--- config.mk ---
export PLATFORM = sky130hd
export DESIGN_NAME = pq_cmd_issuer
export DESIGN_NICKNAME = d
export VERILOG_FILES = /design/src/rtl/pq_cmd_issuer.sv
export SDC_FILE = /design/constraint.sdc
export NUM_CORES = 1
export LEC_CHECK = 0
export CAP_MARGIN = 0
export CELL_PAD_IN_SITES_DETAIL_PLACEMENT = 0
export CELL_PAD_IN_SITES_GLOBAL_PLACEMENT = 1
export CORE_ASPECT_RATIO = 0.75
export CORE_UTILIZATION = 44
export CTS_CLUSTER_SIZE = 30
export DETAILED_ROUTE_END_ITERATION = 6
export PLACE_DENSITY = 0.87
export SLEW_MARGIN = 25
export SYNTH_ARGS = -nofsm -noshare
export SYNTH_HDL_FRONTEND = slang
export SYNTH_SLANG_ARGS = --single-unit
--- constraint.sdc ---
create_clock -name CLK -period 2.45 [get_ports CLK]
set_input_delay 0.3675 -clock CLK [delete_from_list [all_inputs] [get_ports CLK]]
set_output_delay 0.3675 -clock CLK [all_outputs]
set_load 0.005 [all_outputs]
--- src/rtl/pq_cmd_issuer.sv ---
`timescale 1ns/1ps
// pq_cmd_issuer: command FIFO plus IDLE/ISSUE/SETTLE sequencer feeding the register-tree
// priority queue. Define PQ_ISSUER_STATS_EN to add the st_push/st_pop/st_err counters.
module pq_cmd_issuer #(
   parameter int DATA_WIDTH    = 16,
   parameter int QUEUE_SIZE    = 8,
   parameter int CMD_DEPTH     = 4,
   parameter int SETTLE_CYCLES = 6
) (
   input  logic                  CLK,
   input  logic                  RSTn,
   input  logic                  s_valid,
   output logic                  s_ready,
   input  logic [1:0]            s_op,
   input  logic [DATA_WIDTH-1:0] s_data,
   output logic                  q_wrt,
   output logic                  q_read,
   output logic [DATA_WIDTH-1:0] q_data,
   input  logic                  q_full,
   input  logic                  q_empty,
   input  logic [DATA_WIDTH-1:0] q_top,
   output logic                  r_valid,
   input  logic                  r_ready,
   output logic [DATA_WIDTH-1:0] r_data,
   output logic                  r_err
`ifdef PQ_ISSUER_STATS_EN
   ,
   output logic [31:0]           st_push,
   output logic [31:0]           st_pop,
   output logic [31:0]           st_err
`endif
);

   localparam int AW = $clog2(CMD_DEPTH);
   localparam int CW = $clog2(SETTLE_CYCLES);
   localparam logic [CW-1:0] SETTLE_LAST = CW'(SETTLE_CYCLES - 1);

   typedef enum logic [1:0] {
      OP_NOP  = 2'b00,
      OP_PUSH = 2'b01,
      OP_POP  = 2'b10,
      OP_REPL = 2'b11
   } op_e;

   typedef enum logic [1:0] {
      S_IDLE,
      S_ISSUE,
      S_SETTLE
   } state_e;

   if ((CMD_DEPTH < 2) || ((CMD_DEPTH & (CMD_DEPTH - 1)) != 0)) begin : g_bad_depth
      $error("CMD_DEPTH must be a power of 2 and at least 2");
   end
   if (SETTLE_CYCLES < 2) begin : g_bad_settle
      $error("SETTLE_CYCLES must be at least 2");
   end
   if (QUEUE_SIZE < 1) begin : g_bad_qsize
      $error("QUEUE_SIZE must be at least 1");
   end

   op_e                   fifo_op   [CMD_DEPTH];
   logic [DATA_WIDTH-1:0] fifo_data [CMD_DEPTH];
   logic [AW:0]           wr_ptr;
   logic [AW:0]           rd_ptr;
   logic                  fifo_empty;
   logic                  fifo_full;
   logic                  fifo_wr;
   op_e                   head_op;
   logic [DATA_WIDTH-1:0] head_data;
   logic                  key_ok;

   state_e                state;
   state_e                state_nx;
   logic                  take;
   logic                  wrt_nx;
   logic                  read_nx;
   logic                  err_nx;
   logic                  top_nx;
   logic                  pend_err;
   logic                  pend_top;
   logic [CW-1:0]         settle_cnt;

   // Wrap bit distinguishes full from empty when the index bits match.
   assign fifo_empty = (wr_ptr == rd_ptr);
   assign fifo_full  = (wr_ptr[AW] != rd_ptr[AW]) && (wr_ptr[AW-1:0] == rd_ptr[AW-1:0]);
   assign s_ready    = !fifo_full;
   assign fifo_wr    = s_valid && s_ready && (op_e'(s_op) != OP_NOP);
   assign head_op    = fifo_op[rd_ptr[AW-1:0]];
   assign head_data  = fifo_data[rd_ptr[AW-1:0]];
   assign key_ok     = (head_data != '0);

   always_ff @(posedge CLK) begin
      if (fifo_wr) begin
         fifo_op[wr_ptr[AW-1:0]]   <= op_e'(s_op);
         fifo_data[wr_ptr[AW-1:0]] <= s_data;
      end
   end

   always_ff @(posedge CLK or negedge RSTn) begin
      if (!RSTn) begin
         wr_ptr <= '0;
         rd_ptr <= '0;
      end else begin
         if (fifo_wr) wr_ptr <= wr_ptr + (AW+1)'(1);
         if (take)    rd_ptr <= rd_ptr + (AW+1)'(1);
      end
   end

   always_ff @(posedge CLK or negedge RSTn) begin
      if (!RSTn) state <= S_IDLE;
      else       state <= state_nx;
   end

   always_comb begin
      state_nx = state;
      take     = 1'b0;
      wrt_nx   = 1'b0;
      read_nx  = 1'b0;
      err_nx   = 1'b0;
      top_nx   = 1'b0;
      unique case (state)
         S_IDLE: begin
            if (!fifo_empty && !r_valid) begin
               take     = 1'b1;
               state_nx = S_ISSUE;
               unique case (head_op)
                  OP_PUSH: begin
                     if (!q_full && key_ok) wrt_nx = 1'b1;
                     else                   err_nx = 1'b1;
                  end
                  OP_POP: begin
                     if (!q_empty) begin
                        read_nx = 1'b1;
                        top_nx  = 1'b1;
                     end else begin
                        err_nx  = 1'b1;
                     end
                  end
                  OP_REPL: begin
                     if (!key_ok) begin
                        err_nx  = 1'b1;
                     end else if (q_empty) begin
                        // Nothing to replace: insert the key anyway but flag the response.
                        wrt_nx  = 1'b1;
                        err_nx  = 1'b1;
                     end else begin
                        wrt_nx  = 1'b1;
                        read_nx = 1'b1;
                        top_nx  = 1'b1;
                     end
                  end
                  default: err_nx = 1'b1;
               endcase
            end
         end
         S_ISSUE:  state_nx = S_SETTLE;
         S_SETTLE: if (settle_cnt == SETTLE_LAST) state_nx = S_IDLE;
         default:  state_nx = S_IDLE;
      endcase
   end

   always_ff @(posedge CLK or negedge RSTn) begin
      if (!RSTn) begin
         q_wrt      <= 1'b0;
         q_read     <= 1'b0;
         q_data     <= '0;
         pend_err   <= 1'b0;
         pend_top   <= 1'b0;
         settle_cnt <= '0;
         r_valid    <= 1'b0;
         r_data     <= '0;
         r_err      <= 1'b0;
      end else begin
         q_wrt  <= take && wrt_nx;
         q_read <= take && read_nx;
         q_data <= (take && wrt_nx) ? head_data : '0;
         if (take) begin
            pend_err <= err_nx;
            pend_top <= top_nx;
         end
         settle_cnt <= (state == S_SETTLE) ? settle_cnt + CW'(1) : '0;
         // q_top still shows the pre-op top during ISSUE; the strobe lands at its end.
         if (state == S_ISSUE) begin
            r_valid <= 1'b1;
            r_err   <= pend_err;
            r_data  <= pend_top ? q_top : '0;
         end else if (r_valid && r_ready) begin
            r_valid <= 1'b0;
            r_err   <= 1'b0;
            r_data  <= '0;
         end
      end
   end

`ifdef PQ_ISSUER_STATS_EN
   always_ff @(posedge CLK or negedge RSTn) begin
      if (!RSTn) begin
         st_push <= '0;
         st_pop  <= '0;
         st_err  <= '0;
      end else if (state == S_ISSUE) begin
         if (q_wrt  && (st_push != '1)) st_push <= st_push + 32'd1;
         if (q_read && (st_pop  != '1)) st_pop  <= st_pop  + 32'd1;
         if (pend_err && (st_err != '1)) st_err <= st_err  + 32'd1;
      end
   end
`endif

endmodule

==> results of run 1 <==
## through the flow
step	std cells	area (µm²)
after floorplan	245	4570
after global placement	453	5570
after detailed placement	453	5570
after CTS	486	6140
after global routing	486	6140
final	486	6140
## flip-flops by register name (all words and copies together) (netlist names)
register,cells
fifo_data,64
fifo_op,8
pend_err,1
pend_top,1
q_data,16
q_read,1
q_wrt,1
r_data,16
r_err,1
r_valid,1
rd_ptr,3
settle_cnt,3
state,2
wr_ptr,3
## metal layers
metal  GRT usage  routed length, µm
met2       0.281               4190
met4      0.0656                104
met3      0.0751                674
met1       0.231               3880
met5           0                  0
## worst min path at each step
| stage | slack (ns) | endpoint | depth (start not counted) | from |
|---|---|---|---|---|
| finish | 0.48 | settle_cnt[0]$_DFF_PN0_ | 1 | settle_cnt[0]$_DFF_PN0_ |
| detailed placement | 0.40 | r_data[15]$_DFFE_PN0P_ | 1 | RSTn |
| global route | 0.52 | r_data[9]$_DFFE_PN0P_ | 1 | r_data[9]$_DFFE_PN0P_ |
| floorplan | 0.07 | pend_err$_DFFE_PN0P_ | 0 | RSTn |
| global placement | 0.39 | r_data[4]$_DFFE_PN0P_ | 1 | RSTn |
| CTS | 0.47 | settle_cnt[0]$_DFF_PN0_ | 1 | settle_cnt[0]$_DFF_PN0_ |
## cells in the final DEF, fill, tap and decap left out, types with 4 or more instances in the layout
cell	count
dfrtp_1	49
nor3b_1	16
edfxtp_1	72
nor2_1	4
ha_1	7
inv_1	5
a22o_1	17
clkbuf_1	7
clkbuf_16	17
xor2_1	5
mux4_2	18
nand2_1	4
xnor2_1	4
clkdlybuf4s50_1	75
buf_12	5
clkbuf_8	5
and2_1	5
nor4_1	4
buf_4	6
## worst max-delay path, cell delays in order (launching register included)
cell	delay, ns
dfrtp_1	0.39
buf_12	0.17
xor2_1	0.17
or3_1	0.35
clkdlybuf4s50_1	0.45
## cell type report
class,instances,area (µm²)
Fill cell,707,3750
Clock buffer,29,520
Sequential cell,121,3390
Timing Repair Buffer,88,911
Clock inverter,3,40.0
Tap cell,132,165
Multi-Input combinational cell,108,1100
Inverter,5,18.8
## power by group through the flow
stage          combinational [µW]  clock (µW)  sequential, µW
2_1_floorplan                1240           0            2930
3_3_place_gp                 2170           0            2950
3_5_place_dp                 2210           0            2970
4_1_cts                      2230        2370            2940
5_1_grt                      2390        2470            2980
6_report                     2190        2320            2940
## logic make-up (layout without fill, tap and decap cells)
logic type               Yosys count  in the layout  synth area share
AO/OA/AOI/OAI                     27             27            0.0476
XOR/XNOR                           9              9            0.0172
adder cells (fa/ha/maj)            7              7            0.0192
buffers and inverters             16            125            0.0186
flip-flops                       121            121             0.741
multiplexers                      20             20            0.0936
AND/OR/NAND/NOR                   45             45            0.0624
==> results.sh, run 1 <==
export IMPL_outcome="finished, final reports clean"
export IMPL_power_net_switching_uw=1990
export IMPL_async_flop_share=0.405
export IMPL_power_frac_clock=0.311
export IMPL_die_y_um=90.3
export IMPL_syn_nets=292
export IMPL_max_cap_violations=0
export IMPL_avgRoutedWirePerCell_um=18.2
export IMPL_cp_endpoint="s_ready"
export IMPL_cts_tree="yes"
export IMPL_setup_violations=0
export IMPL_drtAntennaViolNets=0
export IMPL_synth_seq_cells=121
export IMPL_grtUsageTotal=0.182
export IMPL_yosys_area_top_type="edfxtp_1"
export IMPL_syn_cell_area_um2=4570
export IMPL_cts_root_buf="clkbuf_16"
export IMPL_pwr_share_seq=0.395
export IMPL_cts_setup_buffers=0
export IMPL_grt_max_degree=26
export IMPL_dp_final_hpwl_mm=5.71
export IMPL_dieArea_um2=10800
export IMPL_syn_area_per_cell_um2=18.7
export IMPL_pwr_share_comb=0.294
export IMPL_synth_edf_count=72
export IMPL_drt_pass1_iterations=4
export IMPL_layout_setup_ws_ns=0.140
export IMPL_drive_above_1_share=0.169
export IMPL_drc=0
export IMPL_crit_type="reg2out"
export IMPL_cts_buffers=17
export IMPL_rsz0062_at_grt="no"
export IMPL_slew_violations=0
export IMPL_hp_class="reg2reg"
export IMPL_startpoint_type="flip-flop"
export IMPL_drt_iter0_markers=135
export IMPL_ys_types=34
export IMPL_crit_start="rd_ptr[1]$_DFFE_PN0P_"
export IMPL_antenna_found_initial=0
export IMPL_arrival_ns=1.94
export IMPL_worstMarginPinSlew_ns=0.764
export IMPL_diodes=0
export IMPL_netlist_instances=245
export IMPL_via_count=2585
export IMPL_core_um2=9890
export IMPL_relSlewSlack=0.491
export IMPL_p_int_uw=5450
export IMPL_endpoint_kind="output port"
export IMPL_clkLatencyLatePin_ns=0.41
export IMPL_num_nets_final=388
export IMPL_grt_remaining_overflow=0
export IMPL_drt_vias_per_instance=5.32
export IMPL_rr_endpoint="q_read$_DFF_PN0_"
export IMPL_synthToLayoutAreaGrowth_pct=34.4
export IMPL_clock_skew_ns=0.00748
export IMPL_fmax_mhz=433
export IMPL_worst_r2r_setup_slack_ns=0.18
export IMPL_yosysMostFrequentCell="edfxtp_1"
export IMPL_finalCritPeriodShare=0.943
export IMPL_power_uw=7440
export IMPL_place_congestion=0.720
export IMPL_numPortBuffers=76
export IMPL_grt_pass1_wl_mm=14.3
export IMPL_clock_sinks=121
export IMPL_routed_wl_mm=8.85
export IMPL_netSwitchingFraction=0.268
export IMPL_timing_final_crit_period_ns=2.31
export IMPL_utilization=0.621
export IMPL_first_global_vias=2685
export IMPL_critPathMaxFanout=21
export IMPL_cp_required_ns=2.08
export IMPL_synthFlopType="edfxtp_1"
export IMPL_yosys_warnings=0
export IMPL_place_ws_ns=0.171
export IMPL_clk_pin_slew_ns=0.05
export IMPL_synth_common_cells="edfxtp_1, dfrtp_1, mux4_2, a22o_1, nor3b_1"
export IMPL_cts_hold_buffers=1
export IMPL_pin_count=77
export IMPL_clockBufferDepth=2
export IMPL_r2r_cells=6
export IMPL_r2r_start="rd_ptr[0]$_DFFE_PN0P_"
export IMPL_p_leak_uw=0.00233
export IMPL_synth_area_top_cells="edfxtp_1, dfrtp_1, mux4_2"
export IMPL_synth_top_area_frac=0.473
export IMPL_fin_tns_setup_ns=0
export IMPL_seq_area_frac_synth=0.741
export IMPL_p_per_area_nw_per_um2=1210
export IMPL_ctsHtreeMaxLevel=4
export IMPL_die_w_um=120
export IMPL_rows=31
export IMPL_cts_resized_gates=0
export IMPL_max_vdd_ir_drop_uv=607
export IMPL_finalHoldViolations=0
export IMPL_whs_ns=0.475
export IMPL_initial_core_util=0.462
Note: power is estimated with default switching activity, not from simulation.
==> run 2: changes to the inputs <==
--- a/config.mk
+++ b/config.mk
@@ -5,10 +5,12 @@
 export SDC_FILE = /design/constraint.sdc
 export NUM_CORES = 1
 export LEC_CHECK = 0
+export ABC_AREA = 0
 export CAP_MARGIN = 0
 export CELL_PAD_IN_SITES_DETAIL_PLACEMENT = 0
 export CELL_PAD_IN_SITES_GLOBAL_PLACEMENT = 1
 export CORE_ASPECT_RATIO = 0.75
+export CORE_MARGIN = 4
 export CORE_UTILIZATION = 44
 export CTS_CLUSTER_SIZE = 30
 export DETAILED_ROUTE_END_ITERATION = 6
==> results.sh, run 2 (synthesis gave the netlist of run 1 again) <==
export IMPL_die_y_um=96.3
export IMPL_pwr_share_seq=0.397
export IMPL_numPortBuffers=76
export IMPL_utilization=0.620
export IMPL_cp_required_ns=2.08
export IMPL_worst_r2r_setup_slack_ns=0.21
export IMPL_regArea_um2=3390
export IMPL_fmax_mhz=430
export IMPL_pin_count=77
export IMPL_clock_sinks=121
export IMPL_final_common_cell="clkdlybuf4s50_1"
export IMPL_core_um2=9890
export IMPL_pwr_share_comb=0.298
export IMPL_rsz0062_at_grt="no"
export IMPL_initial_core_util=0.462
export IMPL_routed_wl_mm=9.05
export IMPL_power_net_switching_uw=2030
export IMPL_final_cell_mix="clkdlybuf4s50_1, edfxtp_1, dfrtp_1"
export IMPL_final_area_um2=6130
export IMPL_worstMarginPinSlew_ns=0.788
export IMPL_drive_above_1_share=0.175
export IMPL_relSlewSlack=0.475
export IMPL_hp_class="in2async"
export IMPL_drc=0
export IMPL_arrival_ns=1.96
export IMPL_r2r_start="rd_ptr[0]$_DFFE_PN0P_"
export IMPL_p_int_uw=5390
export IMPL_grt_max_degree=24
export IMPL_p_leak_uw=0.00233
export IMPL_place_area_um2=5570
export IMPL_p_per_area_nw_per_um2=1210
export IMPL_clock_skew_ns=0.00487
export IMPL_outcome="finished, final reports clean"
export IMPL_finalCritPeriodShare=0.950
export IMPL_via_count=2504
export IMPL_die_w_um=126
export IMPL_whs_ns=0.462
export IMPL_ctsHtreeMaxLevel=4
export IMPL_largest_reg_flops=64
export IMPL_max_vdd_ir_drop_uv=632
export IMPL_num_nets_final=389
export IMPL_clk_pin_slew_ns=0.05
export IMPL_avgRoutedWirePerCell_um=18.6
export IMPL_num_fill_cells=699
export IMPL_drt_iter0_markers=134
export IMPL_r2r_cells=6
export IMPL_grt_remaining_overflow=0
export IMPL_clkLatencyLatePin_ns=0.41
export IMPL_cts_tree="yes"
export IMPL_timing_final_crit_period_ns=2.33
export IMPL_crit_type="reg2out"
export IMPL_endpoint_kind="output port"
export IMPL_synthToLayoutAreaGrowth_pct=34.1
export IMPL_dp_cells=454
export IMPL_rows=31
export IMPL_clockBufferDepth=2
export IMPL_startpoint_type="flip-flop"
export IMPL_netSwitchingFraction=0.273
export IMPL_dieArea_um2=12100
export IMPL_grtUsageTotal=0.160
export IMPL_drtAntennaViolNets=0
export IMPL_antenna_found_initial=0
export IMPL_finalHoldViolations=0
export IMPL_dp_final_hpwl_mm=6.05
export IMPL_power_frac_clock=0.306
export IMPL_first_global_vias=2653
export IMPL_cts_root_buf="clkbuf_16"
export IMPL_rr_endpoint="q_data[4]$_DFF_PN0_"
export IMPL_grt_pass1_wl_mm=14.1
export IMPL_diodes=0
export IMPL_cts_buffers=17
export IMPL_multi_input_area_um2=1110
export IMPL_place_congestion=0.782
export IMPL_setup_violations=0
export IMPL_stdcell_count=487
export IMPL_fin_tns_setup_ns=0
export IMPL_max_cap_violations=0
export IMPL_drt_vias_per_instance=5.14
export IMPL_drt_pass1_iterations=4
export IMPL_slew_violations=0
export IMPL_critPathMaxFanout=21
-- run 2: cell types whose count changed in the layout (fill, tap and decap cells not counted) --
| cell | before | now |
|---|---|---|
| buf_12 | 5 | 4 |
| buf_4 | 6 | 8 |
| bufinv_16 | 1 | 2 |
| clkbuf_1 | 7 | 3 |
| clkbuf_8 | 5 | 0 |
| clkinv_1 | 0 | 4 |
| clkinv_2 | 2 | 5 |
| clkinvlp_4 | 0 | 1 |
| xor2_1 | 5 | 4 |
| xor2_2 | 0 | 1 |
-- run 2: critical path, stage by stage, from the launching register on --
cell	delay, ns
dfrtp_1	0.39
buf_12	0.18
xor2_2	0.17
or3_1	0.35
clkdlybuf4s50_1	0.46
-- run 2: cell type report --
class                      count  area share
inverter                       5     0.00306
clock inverter                12      0.0176
timing repair buffer          89       0.148
multi-input combinational    108       0.181
tap                          132      0.0269
sequential                   121       0.553
clock buffer                  20      0.0712
-- run 2: worst max-delay path by stage --
stage | start | to | slack (ns) | cells after the start
after global routing | rd_ptr[0]$_DFFE_PN0P_ | s_ready | 0.03 | 4
final | rd_ptr[0]$_DFFE_PN0P_ | s_ready | 0.12 | 4
after floorplan | rd_ptr[0]$_DFFE_PN0P_ | q_data[10]$_DFF_PN0_ | 0.41 | 7
after CTS | rd_ptr[0]$_DFFE_PN0P_ | s_ready | 0.07 | 4
after detailed placement | rd_ptr[0]$_DFFE_PN0P_ | q_data[3]$_DFF_PN0_ | 0.19 | 6
after global placement | rd_ptr[0]$_DFFE_PN0P_ | q_data[12]$_DFF_PN0_ | 0.23 | 6
-- run 2: power by group through the flow --
stage                     clock network [µW]  logic, µW  registers (µW)
after floorplan                            0       1240            2930
after global placement                     0       2160            2950
after detailed placement                   0       2220            2970
after CTS                               2320       2240            2940
after global routing                    2420       2400            2990
final                                   2270       2210            2940
-- run 2: timing repair --
item	4_1_cts	5_1_grt
setup buffers	0	0
hold buffers	1	0
endpoints found under the hold margin	21	0
gates resized for setup	0	1
setup endpoints to repair	0	1
-- run 2: per-layer routing --
metal  part of all wire  track usage  up-vias
met1               0.46        0.207     1260
li1                   -            -     1142
met4             0.0093       0.0659        0
met2               0.46        0.245       93
met3              0.072       0.0616        9
met5                  0            0        -
-- run 2: stage by stage --
stage / setup slack [ns] / power (µW)
finish: 0.123 / 7420
global route: 0.0321 / 7810
CTS: 0.0710 / 7510
detailed placement: 0.186 / 5190
global placement: 0.229 / 5120
floorplan: 0.408 / 4170
==> run 3: changes to the inputs <==
--- a/config.mk
+++ b/config.mk
@@ -11,10 +11,10 @@
 export CELL_PAD_IN_SITES_GLOBAL_PLACEMENT = 1
 export CORE_ASPECT_RATIO = 0.75
 export CORE_MARGIN = 4
-export CORE_UTILIZATION = 44
+export CORE_UTILIZATION = 48
 export CTS_CLUSTER_SIZE = 30
 export DETAILED_ROUTE_END_ITERATION = 6
-export PLACE_DENSITY = 0.87
+export PLACE_DENSITY = 0.93
 export SLEW_MARGIN = 25
 export SYNTH_ARGS = -nofsm -noshare
 export SYNTH_HDL_FRONTEND = slang
==> constraint.sdc (replaced) <==
create_clock -name CLK -period 2.88 [get_ports CLK]
set_input_delay 0.432 -clock CLK [delete_from_list [all_inputs] [get_ports CLK]]
set_output_delay 0.432 -clock CLK [all_outputs]
set_load 0.005 [all_outputs]
==> results.sh, run 3 (synthesis gave the netlist of run 1 again) <==
export IMPL_antenna_found_initial=0
export IMPL_place_area_um2=5510
export IMPL_stdcell_count=479
export IMPL_slowest_stage="mux4_2"
export IMPL_hp_class="in2async"
export IMPL_diodes=0
export IMPL_final_area_um2=6120
export IMPL_dp_final_hpwl_mm=5.89
export IMPL_first_global_vias=2679
export IMPL_crit_type="reg2reg"
export IMPL_num_nets_final=385
export IMPL_arrival_ns=2.70
export IMPL_final_common_cell="clkdlybuf4s50_1"
export IMPL_cts_tree="yes"
export IMPL_finalHoldViolations=0
export IMPL_relSlewSlack=0.475
export IMPL_rr_endpoint="q_data[1]$_DFF_PN0_"
export IMPL_power_net_switching_uw=1740
export IMPL_rsz0062_at_grt="no"
export IMPL_synthToLayoutAreaGrowth_pct=33.8
export IMPL_crit_start="rd_ptr[0]$_DFFE_PN0P_"
export IMPL_critPathMaxFanout=21
export IMPL_clk_pin_slew_ns=0.05
export IMPL_pin_count=77
export IMPL_max_vdd_ir_drop_uv=528
export IMPL_dp_cells=447
export IMPL_worst_r2r_setup_slack_ns=0.46
export IMPL_clockBufferDepth=2
export IMPL_final_cell_mix="clkdlybuf4s50_1, edfxtp_1, dfrtp_1"
export IMPL_p_per_area_nw_per_um2=1060
export IMPL_cts_hold_buffers=0
export IMPL_via_count=2546
export IMPL_max_stage_delay_ns=0.54
export IMPL_largest_reg_flops=64
export IMPL_netSwitchingFraction=0.270
export IMPL_initial_core_util=0.499
export IMPL_die_y_um=92.5
export IMPL_slew_violations=0
export IMPL_routed_wl_mm=9.32
export IMPL_p_leak_uw=0.00232
export IMPL_pwr_share_comb=0.278
export IMPL_core_um2=9160
export IMPL_grtUsageTotal=0.180
export IMPL_drt_iter0_markers=198
export IMPL_numPortBuffers=76
export IMPL_rows=30
export IMPL_fmax_mhz=413
export IMPL_grt_remaining_overflow=0
export IMPL_worstMarginPinSlew_ns=0.787
export IMPL_cp_endpoint="q_data[1]$_DFF_PN0_"
export IMPL_place_ws_ns=0.467
export IMPL_dieArea_um2=11200
export IMPL_num_fill_cells=611
export IMPL_cp_required_ns=3.16
export IMPL_layout_setup_ws_ns=0.457
export IMPL_clkLatencyLatePin_ns=0.40
export IMPL_avgRoutedWirePerCell_um=19.4
export IMPL_drc=0
export IMPL_endpoint_kind="flip-flop"
export IMPL_r2r_cells=6
export IMPL_clock_skew_ns=0.00990
export IMPL_cts_buffers=17
export IMPL_clock_sinks=121
export IMPL_crit_chain="buf_12, mux4_2, nor4_1, and4_1, buf_4, nor3b_1"
export IMPL_grt_pass1_wl_mm=14.7
export IMPL_place_congestion=0.745
export IMPL_drt_pass1_iterations=4
export IMPL_multi_input_area_um2=1100
export IMPL_ctsHtreeMaxLevel=4
export IMPL_timing_final_crit_period_ns=2.42
export IMPL_fin_tns_setup_ns=0
export IMPL_drtAntennaViolNets=0
export IMPL_regArea_um2=3390
export IMPL_cts_resized_gates=0
export IMPL_finalCritPeriodShare=0.841
export IMPL_outcome="finished, final reports clean"
export IMPL_p_int_uw=4720
export IMPL_whs_ns=0.0385
export IMPL_startpoint_type="flip-flop"
export IMPL_cts_setup_buffers=0
export IMPL_r2r_start="rd_ptr[0]$_DFFE_PN0P_"
export IMPL_pwr_share_seq=0.388
export IMPL_cts_root_buf="clkbuf_16"
export IMPL_power_frac_clock=0.335
export IMPL_max_cap_violations=0
export IMPL_drive_above_1_share=0.179
export IMPL_setup_violations=0
export IMPL_die_w_um=121
export IMPL_grt_max_degree=50
export IMPL_drt_vias_per_instance=5.32
[run 3: final cells by class]
type | instances | share of cell area
flip-flops and latches | 121 | 0.554
well taps | 128 | 0.0262
inverters | 5 | 0.00307
repair buffers | 85 | 0.137
clock inverters | 13 | 0.0290
clock buffers | 19 | 0.0708
multi-input cells | 108 | 0.180
[run 3: metal layers]
| layer | part of all wire | global-route usage | up-vias |
|---|---|---|---|
| met2 | 0.48 | 0.275 | 110 |
| met4 | 0.012 | 0.0613 | 0 |
| met3 | 0.086 | 0.0708 | 10 |
| met1 | 0.43 | 0.237 | 1283 |
| met5 | 0 | 0 | - |
| li1 | - | - | 1143 |
[run 3: worst min path at each step]
stage,from,to,slack (ns),cells after the start
after floorplan,RSTn,pend_err$_DFFE_PN0P_,0.14,0
after global placement,settle_cnt[0]$_DFF_PN0_,settle_cnt[0]$_DFF_PN0_,0.45,1
after detailed placement,settle_cnt[0]$_DFF_PN0_,settle_cnt[0]$_DFF_PN0_,0.47,1
after CTS,RSTn,settle_cnt[2]$_DFF_PN0_,0.05,1
after global routing,RSTn,r_valid$_DFFE_PN0P_,0.08,1
final,RSTn,r_valid$_DFFE_PN0P_,0.04,1
[run 3: critical path: cells and delay by family, from the launching register on]
family	cells	cell delay (ns)
and+or+nand+nor	3	0.95
DFF	1	0.37
muxes	1	0.54
buffers and inverters	2	0.42
[run 3: power by group through the flow]
stage	clock network, µW	registers, µW	logic, µW
5_1_grt	2290	2550	1960
6_report	2160	2510	1800
3_3_place_gp	0	2510	1750
3_5_place_dp	0	2530	1810
2_1_floorplan	0	2490	1060
4_1_cts	2200	2510	1830
[run 3: through the flow]
stage | total power [µW] | utilization
floorplan | 3550 | -
global placement | 4260 | 0.601
CTS | 6550 | 0.668
finish | 6460 | 0.668
global route | 6800 | 0.668
detailed placement | 4340 | 0.601
